[src/rtl/hazard_ctrl.sv]
`timescale 1ns/1ps
// hazard_ctrl: shadow scoreboard plus stall/flush/forward control for an in-order pipe.
// Build option HAZARD_FWD_EN turns on operand forwarding; without it, readers wait for WB.
module hazard_ctrl #(
    parameter int NSTG     = 5,
    parameter int REG_W    = 5,
    parameter int RDIR_STG = 3,
    parameter int RDIR_PEN = 1,
    parameter int RDY_ALU  = 3,
    parameter int RDY_LD   = 4,
    parameter int CNT_W    = 32
) (
    input  logic                    CLK,
    input  logic                    RST,
    input  logic                    id_valid,
    input  logic [REG_W-1:0]        id_rs,
    input  logic [REG_W-1:0]        id_rt,
    input  logic                    id_use_rs,
    input  logic                    id_use_rt,
    input  logic                    id_wen,
    input  logic [REG_W-1:0]        id_wdest,
    input  logic                    id_is_load,
    input  logic                    dmem_wait,
    input  logic                    redirect,
    output logic [NSTG-1:0]         en,
    output logic [NSTG-1:0]         flush,
    output logic [$clog2(NSTG)-1:0] fwd_rs,
    output logic [$clog2(NSTG)-1:0] fwd_rt,
    output logic [CNT_W-1:0]        stall_cnt,
    output logic [CNT_W-1:0]        rdir_cnt
);

    localparam int FW = $clog2(NSTG);

`ifdef HAZARD_FWD_EN
    localparam bit FWD_ON = 1'b1;
`else
    localparam bit FWD_ON = 1'b0;
`endif

    typedef struct packed {
        logic             v;
        logic             w;
        logic [REG_W-1:0] d;
        logic             ld;
    } ent_t;

    typedef enum logic [1:0] {
        RUN,
        HOLD,
        DRAIN
    } state_t;

    ent_t             sb_q [2:NSTG-1];
    ent_t             sb_d [2:NSTG-1];
    state_t           st_q, st_d;
    logic [3:0]       pen_q, pen_d;
    logic [CNT_W-1:0] stall_q, stall_d;
    logic [CNT_W-1:0] rdir_q, rdir_d;

    logic          hit_rs, hit_rt;
    logic          ok_rs, ok_rt;
    logic [FW-1:0] src_rs, src_rt;
    logic          need_rs, need_rt;
    logic          frz, rdir_take, raw, raw_stall, stall_inc;

    assign need_rs   = id_valid & id_use_rs;
    assign need_rt   = id_valid & id_use_rt;
    assign frz       = dmem_wait;
    assign rdir_take = redirect & ~frz;
    assign raw       = (need_rs & hit_rs & ~ok_rs) | (need_rt & hit_rt & ~ok_rt);
    assign raw_stall = raw & ~frz & ~rdir_take;
    assign stall_inc = ~frz & (raw_stall | (st_q == DRAIN));

    assign fwd_rs    = (!RST && FWD_ON && need_rs && hit_rs && ok_rs) ? src_rs : '0;
    assign fwd_rt    = (!RST && FWD_ON && need_rt && hit_rt && ok_rt) ? src_rt : '0;
    assign stall_cnt = stall_q;
    assign rdir_cnt  = rdir_q;

    // Youngest in-flight writer per source; a producer at s sits in latch s+1 when the reader hits EX.
    always_comb begin
        hit_rs = 1'b0;
        hit_rt = 1'b0;
        ok_rs  = 1'b0;
        ok_rt  = 1'b0;
        src_rs = '0;
        src_rt = '0;
        for (int s = NSTG - 1; s >= 2; s--) begin
            if (sb_q[s].v && sb_q[s].w && sb_q[s].d != '0) begin
                if (sb_q[s].d == id_rs) begin
                    hit_rs = 1'b1;
                    ok_rs  = (s == NSTG - 1) ||
                             (FWD_ON && (s + 1 >= (sb_q[s].ld ? RDY_LD : RDY_ALU)));
                    src_rs = (s == NSTG - 1) ? '0 : FW'(s + 1);
                end
                if (sb_q[s].d == id_rt) begin
                    hit_rt = 1'b1;
                    ok_rt  = (s == NSTG - 1) ||
                             (FWD_ON && (s + 1 >= (sb_q[s].ld ? RDY_LD : RDY_ALU)));
                    src_rt = (s == NSTG - 1) ? '0 : FW'(s + 1);
                end
            end
        end
    end

    // Per-stage enable/flush: reset, then freeze, then redirect/drain/RAW.
    always_comb begin
        en    = '1;
        flush = '0;
        if (RST) begin
            en    = '0;
            flush = '1;
        end else if (frz) begin
            en    = '0;
            flush = '0;
        end else begin
            if (raw_stall) begin
                en[1:0]  = 2'b00;
                flush[2] = 1'b1;
            end
            if (st_q == DRAIN) begin
                flush[1] = 1'b1;
            end
            if (rdir_take) begin
                for (int i = 1; i < RDIR_STG; i++) begin
                    flush[i] = 1'b1;
                end
            end
        end
    end

    // Scoreboard shift; flushed latches become bubbles, freeze holds everything.
    always_comb begin
        for (int s = 2; s < NSTG; s++) begin
            sb_d[s] = sb_q[s];
        end
        if (!frz) begin
            sb_d[2].v  = id_valid;
            sb_d[2].w  = id_wen;
            sb_d[2].d  = id_wdest;
            sb_d[2].ld = id_is_load;
            for (int s = 3; s < NSTG; s++) begin
                sb_d[s] = sb_q[s-1];
            end
            for (int s = 2; s < NSTG; s++) begin
                if (flush[s]) begin
                    sb_d[s] = '0;
                end
            end
        end
    end

    // Next state: freeze holds, redirect (re)loads the drain penalty.
    always_comb begin
        st_d  = st_q;
        pen_d = pen_q;
        if (frz) begin
            if (st_q == RUN) begin
                st_d = HOLD;
            end
        end else if (rdir_take) begin
            if (RDIR_PEN > 0) begin
                st_d  = DRAIN;
                pen_d = 4'(RDIR_PEN);
            end else begin
                st_d = RUN;
            end
        end else if (st_q == DRAIN) begin
            pen_d = pen_q - 4'd1;
            if (pen_q <= 4'd1) begin
                st_d = RUN;
            end
        end else begin
            st_d = RUN;
        end
    end

    // Saturating performance counters.
    always_comb begin
        stall_d = stall_q;
        rdir_d  = rdir_q;
        if (stall_inc && stall_q != '1) begin
            stall_d = stall_q + CNT_W'(1);
        end
        if (rdir_take && rdir_q != '1) begin
            rdir_d = rdir_q + CNT_W'(1);
        end
    end

    // Scoreboard registers.
    always_ff @(posedge CLK) begin
        if (RST) begin
            for (int s = 2; s < NSTG; s++) begin
                sb_q[s] <= '0;
            end
        end else begin
            for (int s = 2; s < NSTG; s++) begin
                sb_q[s] <= sb_d[s];
            end
        end
    end

    // State, drain counter and performance counter registers.
    always_ff @(posedge CLK) begin
        if (RST) begin
            st_q    <= RUN;
            pen_q   <= '0;
            stall_q <= '0;
            rdir_q  <= '0;
        end else begin
            st_q    <= st_d;
            pen_q   <= pen_d;
            stall_q <= stall_d;
            rdir_q  <= rdir_d;
        end
    end

endmodule
[config.mk]
export PLATFORM = sky130hd
export DESIGN_NAME = hazard_ctrl
export DESIGN_NICKNAME = d
export VERILOG_FILES = /design/src/rtl/hazard_ctrl.sv
export SDC_FILE = /design/constraint.sdc
export NUM_CORES = 1
export LEC_CHECK = 0
export ABC_CLOCK_PERIOD_IN_PS = 4150
export CAP_MARGIN = 10
export CORE_ASPECT_RATIO = 1.4
export CORE_MARGIN = 4
export CORE_UTILIZATION = 25
export DETAILED_ROUTE_END_ITERATION = 16
export PLACE_DENSITY_LB_ADDON = 0.25
export SYNTH_ARGS = -nofsm -noshare
export SYNTH_HDL_FRONTEND = slang
export SYNTH_SLANG_ARGS = --single-unit
[constraint.sdc]
create_clock -name CLK -period 4.15 [get_ports CLK]
set_clock_uncertainty 0.2 [all_clocks]
set_input_delay 0.83 -clock CLK [delete_from_list [all_inputs] [get_ports CLK]]
set_output_delay 0.83 -clock CLK [all_outputs]
set_load 0.05 [all_outputs]
==> results.toml <==
[clocking]
cts_tree = "built"
post_cts_resized = 0
root_buffer = "clkbuf_16"
clk_pin_slew_ns = 0.06
ctsHoldBuffers = 0
clk_path_buf_depth = 2
htree_levels = 3
cts_made_buffers = 9
post-cts-setup-buffers = 0
insertion_delay_ns = 0.34
cts_sinks = 84

[logic_synthesis]
syn-cell-area_sq_um = 4280
synth_xor_area_frac = 0.100
synth-edff-count = 0
yosysSeqAreaShare = 0.393
synth-seq-cells = 84
synth-main-ff-cell = "dfxtp_1"
yosys.area_share.simple = 0.279
async_reset_ff_frac = 0
netlist_instances = 508
avgSynthCellArea_sq_um = 8.42
synth.distinct_cells = 50
synth-adder-area-share = 0.0117
synth_top_family_by_area = "simple AND/OR/NAND/NOR gates"
synthMuxAreaShare = 0.0447
yosysWarningCount = 0
synth_compound_area_frac = 0.118

[sta]
slew_viol_final = 0
setup_viol = 0
period_minus_slack_ns = 3.98
finalSetupTns_ns = 0
finalHoldViolCount = 0
fin_crit_sh = 0.959
rsz0062_at_grt = "no"
fmax_mhz = 251
max_slew.worst_pin.slew_ns = 0.661
slew_headroom = 0.556

[routing]
totalWireLength_um = 11400
drtPass1Iterations = 4
drt-wirelength-per-cell_um = 14.2
drc = 0
drt_iter0_markers = 143
dr_total_vias = 3943
vias_per_cell = 4.89
drtAntennaViolNets = 0

[floorplan]
die_h_um = 163
die_w_um = 119
initial_core_util = 0.254
fp.coreArea_sq_um = 16800
fp.dieArea_sq_um = 19300
rows = 56
ios = 104

[critical_path]
cp_cell_sequence = "clkdlybuf4s50_1 -> xor2_1 -> or4_1 -> nor3_2 -> a41oi_2 -> a211oi_4 -> nor3_1 -> buf_4"
start_kind = "input pin"
crit_buf_inv = 2
worst_ep_arrival_time_ns = 2.95
cp_max_fo = 2
cp_slowest_stage_delay_ns = 0.54
cp_slowest_cell = "or4_1"
critPathTopFamily = "simple AND/OR/NAND/NOR gates"
critPathKind = "input pin to output port"
cp-end-kind = "output port"
cp_data_required_time_ns = 3.12

[place]
portBuffers = 96
gp_congestion = 0.898
dpl.hpwl_um = 8570

[final_layout]
layout_commonest_cell = "clkdlybuf4s50_1"
layout-drive-gt1-share = 0.0846
fin_util = 0.342
final_cell_mix = "clkdlybuf4s50_1 (88), dfxtp_1 (84), nor2_1 (70)"
fin_nets = 626
syn2layout_area_growth_pct = 34.2
antenna_cells = 0

[outcome]
status = "finished clean"

[grt]
grt_overflow = 0
grt_antenna_before_repair = 0
track_usage = 0.120
grt_max_degree = 58
grt_pass1_vias = 4021
grt_pass1_wl_um = 19100

[power]
pwr_density_cell_nw_per_um2 = 311
leakage_uw = 0.00196
peakVddDrop_v = 0.000201

[worst_hold_path]
holdCritPathClass = "register to register"

[run]
drv_cap = 0
-- synth_stat cells, types with 12 or more instances --
cell type,n,area share
inv_1,14,0.012
nand3_1,29,0.034
or3_1,21,0.031
a21oi_1,28,0.033
o21ai_0,20,0.023
xnor2_1,20,0.041
xor2_1,29,0.059
nand4_1,16,0.023
dfxtp_1,84,0.39
buf_4,12,0.021
nor2_1,70,0.061
nand2_1,26,0.023
nor3_1,12,0.014
-- sequential cells by signal (all words and copies together), names as in the netlist --
register and count:
rdir_cnt 32, stall_cnt 32, sb_q 14, pen_q 4
st_q 2
-- through the flow --
stage | instances | hold WS, ns | total power [uW] | worst slack (ns) | instance area, sq um
4_1_cts | 806 | 0.291 | 1810 | 0.0992 | 5740
5_1_grt | 806 | 0.329 | 1860 | 0.0824 | 5740
3_3_place_gp | 790 | 0.267 | 1000 | 0.0871 | 5450
3_5_place_dp | 790 | 0.282 | 1010 | 0.101 | 5450
6_report | 806 | 0.290 | 1780 | 0.172 | 5740
2_1_floorplan | 513 | 0.247 | 950 | 0.0256 | 4300
-- report_power, final --
part	switching (uW)	internal, uW
clock network	331	465
registers	12.2	815
logic	97.2	63.6
total	441	1340
-- kinds of logic (layout without fill, tap and decap cells) --
kind of cell | count (synthesis) | in the layout
and+or+nand+nor | 230 | 230
other | 1 | 6
adders and majority gates | 4 | 4
DFF | 84 | 84
buffers and inverters | 45 | 135
muxes | 18 | 18
AOI/OAI and AO/OA | 77 | 77
xor gates and xnor gates | 49 | 49
-- cell type report --
| cell class | count | area, sq um |
|---|---|---|
| Clock inverter | 6 | 65.1 |
| Multi-Input combinational cell | 384 | 2390 |
| Clock buffer | 10 | 229 |
| Sequential cell | 84 | 1680 |
| Tap cell | 203 | 254 |
| Inverter | 14 | 52.6 |
| Fill cell | 1735 | 11100 |
| Timing Repair Buffer | 105 | 1070 |
-- final timing paths --
kind	from	end	slack, ns	cells past startpoint
max	id_rt[4]	en[1]	0.17	8
min	st_q[1]	st_q[0]	0.29	1
max reg2reg	sb_q[2][2]	stall_cnt[12]	0.97	10
min reg2reg	st_q[1]	st_q[0]	0.29	1
-- per-layer routing --
metal / global-route usage / vias up / share of wire
met5: 0 / - / 0
met4: 0.0522 / 0 / 0.021
met3: 0.0334 / 20 / 0.052
met2: 0.221 / 92 / 0.52
met1: 0.126 / 1873 / 0.41
li1: - / 1958 / -
Note: power is estimated with default switching activity, not from simulation.
